## config.mk

```make
export PLATFORM = sky130hd
export DESIGN_NAME = parallel_to_serial_stream_flat
export DESIGN_NICKNAME = d
export VERILOG_FILES = /design/src/rtl/parallel_to_serial_stream_if.sv /design/src/rtl/parallel_to_serial_stream.sv /design/src/flat_wrapper.sv
export SDC_FILE = /design/constraint.sdc
export NUM_CORES = 1
export LEC_CHECK = 0
export ABC_AREA = 1
export BUFFER_PORTS_ARGS = -buffer_cell sky130_fd_sc_hd__buf_2
export CAP_MARGIN = 20
export CORE_ASPECT_RATIO = 0.7
export CORE_MARGIN = 2
export CORE_UTILIZATION = 40
export DETAILED_ROUTE_END_ITERATION = 8
export REMOVE_ABC_BUFFERS = 1
export SYNTH_ARGS = -nofsm -noshare
export SYNTH_HDL_FRONTEND = slang
export SYNTH_SLANG_ARGS = --single-unit
```

## constraint.sdc

```tcl
create_clock -name clk -period 1.5 [get_ports clk]
set_clock_uncertainty 0.2 [all_clocks]
set_input_delay 0 -clock clk [delete_from_list [all_inputs] [get_ports clk]]
set_output_delay 0 -clock clk [all_outputs]
set_load 0.02 [all_outputs]
```

## src/rtl/parallel_to_serial_stream_if.sv

```systemverilog
// parallel_to_serial_stream_if: word-in and element-out ready/valid handshakes
interface parallel_to_serial_stream_if #(
  parameter int INPUT_SIZE  = 8,
  parameter int OUTPUT_SIZE = 1
);
  logic                   parallel_in_ready;
  logic                   parallel_in_valid;
  logic [INPUT_SIZE-1:0]  parallel_in_data;
  logic                   serial_out_ready;
  logic                   serial_out_valid;
  logic [OUTPUT_SIZE-1:0] serial_out_data;
  logic                   serial_out_last;
  modport master (
    input  parallel_in_ready,
    output parallel_in_valid, parallel_in_data,
    output serial_out_ready,
    input  serial_out_valid, serial_out_data, serial_out_last
  );
  modport slave (
    output parallel_in_ready,
    input  parallel_in_valid, parallel_in_data,
    input  serial_out_ready,
    output serial_out_valid, serial_out_data, serial_out_last
  );
endinterface

```

## src/rtl/parallel_to_serial_stream.sv

```systemverilog
// parallel_to_serial_stream: splits one parallel word into OUTPUT_SIZE-bit stream elements
module parallel_to_serial_stream #(
  parameter int INPUT_SIZE  = 8,
  parameter int OUTPUT_SIZE = 1,
  parameter bit MSB_FIRST   = 1
) (
  input logic clk,
  input logic rst,
  parallel_to_serial_stream_if.slave bus
);
  localparam int ELEMENT_COUNT = INPUT_SIZE / OUTPUT_SIZE;
  localparam int CW = $clog2(ELEMENT_COUNT + 1);
  localparam logic [CW-1:0] FULL = CW'(ELEMENT_COUNT);
  if (INPUT_SIZE % OUTPUT_SIZE != 0) begin : g_size_check
    $error("INPUT_SIZE must be divisible by OUTPUT_SIZE");
  end
  logic [INPUT_SIZE-1:0] buffer;
  logic [CW-1:0]         remaining;
  logic                  in_fire;
  logic                  out_fire;
  // handshakes and the read end of the buffer; everything forced quiet while in reset
  always_comb begin
    bus.parallel_in_ready = !rst && (remaining == '0 || (remaining == CW'(1) && bus.serial_out_ready));
    bus.serial_out_valid  = !rst && remaining != '0;
    bus.serial_out_last   = !rst && remaining == CW'(1);
    bus.serial_out_data   = rst ? '0 : MSB_FIRST ? buffer[INPUT_SIZE-1 -: OUTPUT_SIZE] : buffer[OUTPUT_SIZE-1:0];
    in_fire               = bus.parallel_in_valid && bus.parallel_in_ready;
    out_fire              = bus.serial_out_valid && bus.serial_out_ready;
  end
  // a new word overrides the shift so the last element and the next word overlap with no bubble
  always_ff @(posedge clk) begin
    if (rst) begin
      buffer    <= '0;
      remaining <= '0;
    end else if (in_fire) begin
      buffer    <= bus.parallel_in_data;
      remaining <= FULL;
    end else if (out_fire) begin
      buffer    <= MSB_FIRST ? buffer << OUTPUT_SIZE : buffer >> OUTPUT_SIZE;
      remaining <= remaining - CW'(1);
    end
  end
endmodule

```

## src/flat_wrapper.sv

```systemverilog
// flat-port wrapper written by rule: the top's interface ports become plain ports
module parallel_to_serial_stream_flat 
#(
  parameter int INPUT_SIZE  = 8,
  parameter int OUTPUT_SIZE = 1,
  parameter bit MSB_FIRST   = 1
)
  (clk, rst, bus_parallel_in_ready, bus_parallel_in_valid, bus_parallel_in_data, bus_serial_out_ready, bus_serial_out_valid, bus_serial_out_data, bus_serial_out_last);
  parallel_to_serial_stream_if #(.INPUT_SIZE(INPUT_SIZE), .OUTPUT_SIZE(OUTPUT_SIZE)) bus_i ();
  input logic clk;
  input logic rst;
  output wire logic [$bits(bus_i.parallel_in_ready)-1:0] bus_parallel_in_ready;
  input wire logic [$bits(bus_i.parallel_in_valid)-1:0] bus_parallel_in_valid;
  input wire logic [$bits(bus_i.parallel_in_data)-1:0] bus_parallel_in_data;
  input wire logic [$bits(bus_i.serial_out_ready)-1:0] bus_serial_out_ready;
  output wire logic [$bits(bus_i.serial_out_valid)-1:0] bus_serial_out_valid;
  output wire logic [$bits(bus_i.serial_out_data)-1:0] bus_serial_out_data;
  output wire logic [$bits(bus_i.serial_out_last)-1:0] bus_serial_out_last;
  assign bus_parallel_in_ready = bus_i.parallel_in_ready;
  assign bus_i.parallel_in_valid = bus_parallel_in_valid;
  assign bus_i.parallel_in_data = bus_parallel_in_data;
  assign bus_i.serial_out_ready = bus_serial_out_ready;
  assign bus_serial_out_valid = bus_i.serial_out_valid;
  assign bus_serial_out_data = bus_i.serial_out_data;
  assign bus_serial_out_last = bus_i.serial_out_last;
  parallel_to_serial_stream #(.INPUT_SIZE(INPUT_SIZE), .OUTPUT_SIZE(OUTPUT_SIZE), .MSB_FIRST(MSB_FIRST)) u_core (.clk(clk), .rst(rst), .bus(bus_i));
endmodule
```

# Yosys cells after proc, flatten, opt, wreduce, memory -nomap -nowiden
# Index checks and enable logic that the tools add are counted.
dict set report op_classes {
  eq_ne 1
  n_reduce_logical 12
  mux 5
  add_sub_neg 1
}
# op count
set ops {}
lappend ops {{2-to-1 mux 8 bit} 2}
lappend ops {{2-to-1 mux 4 bit} 2}
lappend ops {{logical AND 1 bit} 6}
lappend ops {{equality test 4 x 1 -> 1 bit, second input constant} 1}
lappend ops {{logical NOT 4 bit} 1}
lappend ops {{nonzero test 4 bit} 1}
lappend ops {{subtractor 4 x 1 -> 4 bit, second input constant} 1}
lappend ops {{nonzero test 2 bit} 1}
lappend ops {{OR reduction 2 bit} 1}
lappend ops {{logical NOT 1 bit} 1}
lappend ops {{logical OR 1 bit} 1}
lappend ops {{2-to-1 mux 1 bit} 1}
dict set report word_totals {
  elab_cells 22
  reg_bits 12
  input_bits 12
  output_inout_bits 4
}

# Depth between registers and ports, before layout
# Gate-level depths: netlist (run 1).
dict set report depth {
  depth_word 6
  ltp_mapped 12
  ltp_nobuf 11
}

# Worst setup path after synthesis (run 1)
# No wires, ideal clock.
dict set report synth_path {
  path_type {register to register}
  from {reg u_core.remaining[0]}
  to {reg u_core.buffer[1]}
  setup_ns 0.129
  path_stages_with_launch 11
  slack_ns -0.131
  path_buffers 1
  required_time_ns 1.171
  arrival_time_ns 1.302
  synth_period_minus_slack_ns 1.631
  cell_sequence {dfxtp_1 inv_1 ha_1 nand3_2 nand2_4 nand2_4 buf_6 nand2_1 nand2_1 nor2_1 nor2_1}
}
dict set report synth_between {
  elab_chain_cells 6
  elab_cells_between_ends 11
  classes_between {eq/ne: 1; mux: 1; reduce/logical: 9}
}
# element line_no
set synth_rtl {}
lappend synth_rtl {{start: declaration} parallel_to_serial_stream.sv:18} ;# logic [CW-1:0] remaining;
lappend synth_rtl {{start signal: assignment} parallel_to_serial_stream.sv:40} ;# remaining <= remaining - CW'(1);
lappend synth_rtl {{equality test 4 x 1 -> 1 bit} parallel_to_serial_stream.sv:23} ;# bus.parallel_in_ready = !rst && (remaining == '0 || (remaining == CW'(1) && bus.serial_out_ready));
lappend synth_rtl {{logical AND 1 bit} parallel_to_serial_stream.sv:23}
lappend synth_rtl {{logical OR 1 bit *} parallel_to_serial_stream.sv:23}
lappend synth_rtl {{logical AND 1 bit *} parallel_to_serial_stream.sv:23}
lappend synth_rtl {{net bus_parallel_in_ready} flat_wrapper.sv:12} ;# output wire logic [$bits(bus_i.parallel_in_ready)-1:0] bus_parallel_in_ready;
lappend synth_rtl {{logical AND 1 bit *} parallel_to_serial_stream.sv:27} ;# in_fire = bus.parallel_in_valid && bus.parallel_in_ready;
lappend synth_rtl {{2-to-1 mux 8 bit / nonzero test 2 bit (equally long branches)} --}
lappend synth_rtl {{end signal: assignment} parallel_to_serial_stream.sv:36} ;# buffer <= bus.parallel_in_data;
lappend synth_rtl {{end signal: assignment} parallel_to_serial_stream.sv:39} ;# buffer <= MSB_FIRST ? buffer << OUTPUT_SIZE : buffer >> OUTPUT_SIZE;
lappend synth_rtl {{end: declaration} parallel_to_serial_stream.sv:17} ;# logic [INPUT_SIZE-1:0] buffer;
# The timed path passes the listed nets; every way through them passes the cells marked *.
# A chain may end at the register's enable or synchronous reset.

# Worst setup path after layout (run 1)
dict set report layout_path {
  from {in rst}
  to {out bus_parallel_in_ready}
}
dict set report layout_between {
  elab_chain_cells 2
}
# element line_no
set layout_rtl {}
lappend layout_rtl {{start: declaration} flat_wrapper.sv:11} ;# input logic rst;
lappend layout_rtl {{logical NOT 1 bit} parallel_to_serial_stream.sv:23}
lappend layout_rtl {{logical AND 1 bit} parallel_to_serial_stream.sv:23}
lappend layout_rtl {{end: declaration} flat_wrapper.sv:12}
# Every way passes these cells.

==> impl_metrics.json, run 1 <==
{
  "port_buffers": 15,
  "async_flop_share_pct": 0,
  "synth_top_cell_area_share_pct": 32.3,
  "power.density_nw_per_um2": 832,
  "multi_input_area_um2": 475,
  "synth_seq_cells": 12,
  "finalCoreUtilization_pct": 63.3,
  "vias": 795,
  "cp_cell_sequence": "buf_2, dlygate4sd3_1, inv_1, nand3_2, nand2_4, buf_6, buf_6",
  "violations": "negative setup slack",
  "slowest_stage": "dlygate4sd3_1",
  "numCtsBuffers": 3,
  "areaGrowthSynthToFinish_pct": 53.4,
  "relSlewSlack_pct": 86.3,
  "overflow": 0,
  "post-dp-hpwl_um": 1200,
  "hp-class": "in2reg",
  "ys.flop_type": "dfxtp_1",
  "initial_core_util_pct": 41.2,
  "grt_pass1_vias": 646,
  "synth_top_cell_by_area": "dfxtp_1",
  "fin_crit_sh_pct": 104,
  "drcViolationCount": 0,
  "clock_path_buffers": 2,
  "end_kind": "primary output",
  "cts.sinks": 12,
  "ios": 16,
  "cap_violations": 0,
  "worstMarginPinSlew_ns": 0.206,
  "setup_violations": 11,
  "core.rowCount": 13,
  "clock-root-buffer": "clkbuf_4",
  "place_worst_setup_slack_ns": -0.154,
  "max_stage_delay_ns": 0.59,
  "synth_area_um2": 744,
  "wirelength_um": 1810,
  "final-seq-area_um2": 245,
  "grt_use_total_pct": 17.9,
  "layout_min_cycle_time_ns": 1.56,
  "ys_seq_area_share_pct": 32.3,
  "die_w_um": 55.6,
  "synth_cells": 114,
  "yosysUniqueCellTypes": 20,
  "fmax_mhz": 641,
  "drtAntennaViolNets": 0,
  "grt_start_max_net_pins": 14,
  "setup_tns_ns": -0.208,
  "clk_latency_ns": 0.27,
  "place.gp.congestion": 0.809,
  "crit_type": "in2out",
  "drt-initial-drc-count": 10,
  "ir_drop_uv": 727,
  "start_kind": "input pin",
  "core-area_um2": 1810,
  "worst_slack_ns": -0.0594,
  "nFillCells": 162,
  "synthTopCellsByArea": "dfxtp_1, nor2_1, nand2_1",
  "path_common_cell": "buf_6",
  "worstPathRequired_ns": 1.30,
  "ys_warn_count": 0,
  "finalHoldViolCount": 0,
  "cts_tree": "done",
  "synth_edf_count": 0,
  "leakagePower_uw": 0.000522,
  "design_area_um2": 1140,
  "die_h_um": 40.1,
  "diodes": 0,
  "placed_area_um2": 896,
  "grt_pass1_wl_um": 2970,
  "synth.most_common_cell": "nor2_1",
  "fin_nets": 168,
  "netlist_top_cells_count": "nor2_1, nand2_1, inv_1",
  "arrival_ns": 1.36,
  "drive_gt1_share_pct": 34.9,
  "avgViaCountPerCell": 4.57,
  "path_clk_slew_ns": 0.07,
  "firstDrtPassIters": 4,
  "crit_fanout": 7,
  "cts-htree-levels": 1,
  "die_area_um2": 2230,
  "rsz0062_at_grt": "true",
  "wire_per_inst_um": 10.4,
  "status": "finished, violations left",
  "slew_violations": 0,
  "holdWs_ns": 0.00799,
  "antenna_found_initial": 0,
  "synth.avg_cell_area_um2": 6.53
}
==> registers in the layout, indices dropped and copies added, names as in the netlist <==
register and count:
u_core.buffer 8, u_core.remaining 4
==> path summary, 6_finish.rpt <==
path | start | endpoint | slack (ns) | cells past startpoint
setup / recovery | rst | bus_parallel_in_ready | -0.06 | 7
hold / removal | bus_parallel_in_valid | u_core.buffer[3] | 0.008 | 4
setup reg to reg | u_core.remaining[0] | u_core.buffer[4] | -0.02 | 10
hold reg to reg | u_core.buffer[0] | u_core.buffer[0] | 0.29 | 2
==> area by class of cell <==
cell class	count	area share (%)
multi-input cells	82	41.6
well taps	22	2.41
repair buffers	38	26.5
inverters	17	6.02
clock buffers	3	1.97
flip-flops and latches	12	21.5
==> placed cells by master, fill, tap and decap left out <==
cell           synthesis  routed
buf_2                  0      13
inv_2                  1       3
nand2_8                0       1
dfxtp_1               12      10
nor2_2                 0       1
clkbuf_4               0       3
buf_6                  2       4
nor2_4                 1       1
a21oi_1                5       5
ha_4                   0       2
nor4_4                 0       1
buf_4                  0      11
nor2_1                26      25
nand3_4                1       1
buf_12                 0       1
nand2_4                2       2
nand2_1               24      22
o21ai_1                1       1
a21oi_2                1       1
nand3b_1               1       1
nand2_2                1       2
dfxtp_4                0       1
dlygate4sd3_1          0       9
dfxtp_2                0       1
nand3_1               13      13
nand3_2                2       2
inv_4                  0       2
or2_0                  1       1
inv_1                 16      12
==> repair_timing <==
item | in CTS | in global routing
resized for setup | 20 | 8
setup endpoints to repair | 14 | 15
pin swaps | 3 | 5
hold buffers | 9 | 0
buffers inserted | 3 | 1
hold endpoints to repair | 12 | 0
==> layer usage <==
layer	track usage (%)	part of all wire, %
met1	23.4	47
met2	29.8	46
met3	4.84	6.2
met4	5.49	0.72
met5	0	0
==> through the flow <==
stage / std cells / total power, uW
2_1_floorplan: 111 / 558
3_3_place_gp: 158 / 664
3_5_place_dp: 158 / 668
4_1_cts: 173 / 936
5_1_grt: 174 / 1020
6_report: 174 / 950
==> worst max-delay path: cells and delay by family <==
family,cells,cell delay [ns]
buffers and inverters,5,1.12
AND/OR/NAND/NOR,2,0.23
==> power breakdown <==
group,switching [uW],internal (uW),total (uW),leakage (uW)
combinational,210,182,392,0.000409
sequential,17.3,348,365,0.0000992
clock,100,92.8,193,0.0000138
==> logic make-up (layout without fill, tap and decap cells) <==
kind of cell / after synthesis / count (layout) / synth area share [%]
buffers and inverters: 20 / 58 / 12.1
AND/OR/NAND/NOR: 73 / 73 / 47.1
adder cells (fa/ha/maj): 2 / 2 / 3.36
AO/OA/AOI/OAI: 7 / 7 / 5.21
flip-flops: 12 / 12 / 32.3
(Power assumes the default switching activity.)
==> inputs of run 2 (changes only) <==
- clock period: 1.5 -> 1.4 ns (I/O delays scaled with it)
==> impl_metrics.json, run 2 (synthesis gave the netlist of run 1 again) <==
{
  "crit_fanout": 7,
  "finalCoreUtilization_pct": 66.5,
  "die_area_um2": 2230,
  "leakagePower_uw": 0.000525,
  "slew_violations": 0,
  "use_met3_pct": 4.84,
  "power.density_nw_per_um2": 942,
  "post-dp-hpwl_um": 1180,
  "cts-htree-levels": 1,
  "setup_violations": 14,
  "clock_path_buffers": 2,
  "grt_start_max_net_pins": 15,
  "relSlewSlack_pct": 77.9,
  "firstDrtPassIters": 4,
  "grt_use_total_pct": 18.3,
  "violations": "negative setup slack",
  "sequentialPowerShare_pct": 34.7,
  "place.gp.congestion": 0.802,
  "initial_core_util_pct": 41.2,
  "met2_usage_pct": 31.5,
  "cts.sinks": 12,
  "grt-busiest-layer": "met2",
  "ir_drop_uv": 903,
  "arrival_ns": 1.61,
  "holdWs_ns": 0.0593,
  "diodes": 0,
  "die_h_um": 40.1,
  "fmax_mhz": 618,
  "antenna_found_initial": 0,
  "met1_usage_pct": 23.2,
  "layout_commonest_cell": "nand2_1",
  "cts_tree": "done",
  "pwr-share-clk_pct": 24.9,
  "drive_gt1_share_pct": 36.4,
  "regMostFlops": "u_core.buffer",
  "grt_pass1_wl_um": 2990,
  "die_w_um": 55.6,
  "overflow": 0,
  "start_kind": "flip-flop",
  "p_total_uw": 1130,
  "share_comb_of_total_power_pct": 40.4,
  "layout_min_cycle_time_ns": 1.62,
  "drt-initial-drc-count": 30,
  "fin_crit_sh_pct": 116,
  "wirelength_um": 2080,
  "finalHoldViolCount": 0,
  "vias": 840,
  "core.rowCount": 13,
  "swShare_pct": 35.5,
  "setup_tns_ns": -2.07,
  "largest_reg_flops": 8,
  "path_clk_slew_ns": 0.08,
  "drtAntennaViolNets": 0,
  "place_worst_setup_slack_ns": -0.226,
  "port_buffers": 15,
  "worstPathRequired_ns": 1.40,
  "avgViaCountPerCell": 4.77,
  "numCtsBuffers": 3,
  "drcViolationCount": 0,
  "crit_type": "reg2reg",
  "worstMarginPinSlew_ns": 0.330,
  "grt_pass1_vias": 644,
  "ios": 16,
  "p_sw_uw": 401,
  "cellInternalPower_uw": 730,
  "clk_latency_ns": 0.28,
  "rsz0062_at_grt": "true",
  "final_cell_mix": "nand2_1, nor2_1, buf_2",
  "end_kind": "flip-flop",
  "cap_violations": 0,
  "areaGrowthSynthToFinish_pct": 61.3,
  "core-area_um2": 1810,
  "hp-class": "in2reg",
  "fin_nets": 169,
  "wire_per_inst_um": 11.8,
  "status": "finished, violations left",
  "reg_top3": "u_core.buffer x8, u_core.remaining x4",
  "clock-root-buffer": "clkbuf_4",
  "worst_slack_ns": -0.218
}
## run 2: per-stage QoR
| step | area (um2) | cells |
|---|---|---|
| 2_1_floorplan | 718 | 111 |
| 3_3_place_gp | 888 | 157 |
| 3_5_place_dp | 888 | 157 |
| 4_1_cts | 1110 | 174 |
| 5_1_grt | 1200 | 176 |
| 6_report | 1200 | 176 |
## run 2: power by group through the flow
stage	Combinational [uW]	Clock [uW]	Sequential [uW]
final	457	282	392
after global routing	499	304	396
after CTS	386	284	391
after detailed placement	312	0	396
after global placement	310	0	397
after floorplan	199	0	398
## run 2: area by class of cell
| class | instances | area [um2] |
|---|---|---|
| fill | 150 | 604 |
| multi-input combinational | 84 | 532 |
| timing repair buffer | 37 | 287 |
| sequential | 12 | 245 |
| inverter | 17 | 73.8 |
| clock buffer | 4 | 36.3 |
| tap | 22 | 27.5 |
## run 2: final timing paths
path / from / cells after the start / endpoint / slack, ns
worst max register to register: u_core.remaining[1] / 10 / u_core.remaining[0] / -0.22
worst min-delay path: rst / 5 / u_core.buffer[7] / 0.06
worst max-delay path: u_core.remaining[1] / 10 / u_core.remaining[0] / -0.22
worst min register to register: u_core.buffer[0] / 2 / u_core.buffer[0] / 0.27
## run 2: per-layer routing
metal	wire, um	up-vias
met5	0	-
met3	118	2
met4	13	0
met2	988	28
met1	958	374
li1	-	436
## run 2: worst max-delay path, stage by stage, from the launching register on
cell and delay (ns):
dfxtp_2 0.35, inv_4 0.05, ha_4 0.15, inv_4 0.06
nor2_4 0.03, nand3_2 0.07, nand2_4 0.08, buf_4 0.16
nand2_8 0.08, nand2_1 0.11, a21oi_1 0.18
## run 2: timing repair
item,4_1_cts,5_1_grt
hold endpoints to repair,10,0
gates cloned,1,1
buffers inserted,0,1
endpoints found under the setup margin,15,15
pin swaps,2,7
hold buffers,12,0
resized for setup,19,15
==> inputs of run 3 (changes only) <==
- CORE_MARGIN: 2 -> default
- SKIP_CTS_REPAIR_TIMING: default -> 1
==> impl_metrics.json, run 3 (synthesis gave the netlist of run 1 again) <==
{
  "die_h_um": 38.1,
  "hp-class": "in2reg",
  "die_area_um2": 2040,
  "fin_crit_sh_pct": 115,
  "port_buffers": 15,
  "cap_violations": 0,
  "finalHoldViolCount": 1,
  "numCtsBuffers": 3,
  "p_total_uw": 1100,
  "drt-initial-drc-count": 23,
  "r2r_slack_ns": -0.22,
  "drcViolationCount": 0,
  "cts_tree": "done",
  "met2_length_um": 848,
  "wl_met3_um": 99,
  "arrival_ns": 1.64,
  "cellInternalPower_uw": 718,
  "violations": "negative hold slack, negative setup slack",
  "place_worst_setup_slack_ns": -0.221,
  "antenna_found_initial": 0,
  "cp_num_cells": 10,
  "grt_start_max_net_pins": 15,
  "areaGrowthSynthToFinish_pct": 55.3,
  "reg_top3": "u_core.buffer x8, u_core.remaining x4",
  "end_kind": "flip-flop",
  "regMostFlops": "u_core.buffer",
  "start_kind": "flip-flop",
  "instances_no_fill": 173,
  "rsz0062_at_grt": "true",
  "max_stage_delay_ns": 0.35,
  "swShare_pct": 34.6,
  "core.rowCount": 12,
  "final_cell_mix": "nor2_1, nand2_1, inv_1, nand3_1",
  "largest_reg_flops": 8,
  "place_inst": 156,
  "drtAntennaViolNets": 0,
  "reg2reg_depth": 10,
  "slowest_stage": "dfxtp_2",
  "ir_drop_uv": 615,
  "cts.sinks": 12,
  "worst_slack_ns": -0.216,
  "leakagePower_uw": 0.000517,
  "holdWs_ns": -0.000321,
  "drive_gt1_share_pct": 35.5,
  "cts-htree-levels": 1,
  "overflow": 0,
  "highest-signal-layer": "met4",
  "worstMarginPinSlew_ns": 0.346,
  "wire_per_inst_um": 11.1,
  "critPathTopFamily": "simple AND/OR/NAND/NOR gates",
  "wirelength_um": 1910,
  "sequentialPowerShare_pct": 35.7,
  "grt_pass1_vias": 603,
  "setup_violations": 15,
  "wl_met1_um": 942,
  "worstPathRequired_ns": 1.42,
  "die_w_um": 53.6,
  "clock_path_buffers": 2,
  "cp_cell_sequence": "inv_4, buf_4, ha_4, nand2_2, nand3_4, nor2_1, nand2_1, nand2_1, nor2_1, nor2_1",
  "clock-root-buffer": "clkbuf_4",
  "share_comb_of_total_power_pct": 38.6,
  "relSlewSlack_pct": 76.8,
  "power.density_nw_per_um2": 950,
  "slew_violations": 0,
  "finalCoreUtilization_pct": 69.4,
  "fin_nets": 167,
  "avgViaCountPerCell": 4.72,
  "layout_min_cycle_time_ns": 1.62,
  "post-dp-hpwl_um": 1200,
  "core-area_um2": 1670,
  "pwr-share-clk_pct": 25.7,
  "diodes": 0,
  "crit_buf_inv": 2,
  "crit_type": "reg2reg",
  "hold_path_depth": 5,
  "fmax_mhz": 619,
  "p_sw_uw": 380,
  "crit_fanout": 7,
  "firstDrtPassIters": 5,
  "initial_core_util_pct": 44.7,
  "grt_use_total_pct": 18.6,
  "grt_pass1_wl_um": 2570,
  "place.gp.congestion": 0.802,
  "vias": 816,
  "path_common_cell": "nor2_1",
  "status": "finished, violations left",
  "ios": 16,
  "setup_tns_ns": -2.28,
  "path_clk_slew_ns": 0.08,
  "clk_latency_ns": 0.28
}
run 3: stage by stage:
stage          instance area [um2]  hold WS, ns
2_1_floorplan                  718       -0.138
5_1_grt                       1160       0.0165
3_5_place_dp                   887       0.0208
4_1_cts                        923       -0.273
3_3_place_gp                   887       0.0208
6_report                      1160    -0.000321
run 3: final timing paths:
check | startpoint | end
max | u_core.remaining[1] | u_core.buffer[5]
min | bus_serial_out_ready | u_core.remaining[2]
max reg2reg | u_core.remaining[1] | u_core.buffer[5]
min reg2reg | u_core.buffer[3] | u_core.buffer[3]
run 3: final cells by class:
type	instances	area, um2
Tap cell	21	26.3
Sequential cell	12	243
Clock buffer	4	36.3
Fill cell	139	510
Multi-Input combinational cell	83	508
Inverter	17	68.8
Timing Repair Buffer	36	274
run 3: routing by layer:
| layer | global-route usage (%) | vias to the layer above |
|---|---|---|
| met5 | 0 | - |
| met3 | 7.14 | 4 |
| li1 | - | 435 |
| met1 | 24.0 | 350 |
| met4 | 7.89 | 0 |
| met2 | 27.5 | 27 |
run 3: power by group through the flow:
stage | Clock (uW) | Combinational [uW] | Sequential (uW)
final | 282 | 424 | 392
after global placement | 0 | 311 | 397
after floorplan | 0 | 199 | 398
after CTS | 294 | 315 | 389
after global routing | 311 | 465 | 395
after detailed placement | 0 | 313 | 398
run 3: tightest hold or removal path: cells and delay by family:
| family | cells | cell delay [ns] |
|---|---|---|
| AOI/OAI and AO/OA | 1 | 0.06 |
| buffers and inverters | 1 | 0.14 |
| and+or+nand+nor | 3 | 0.23 |
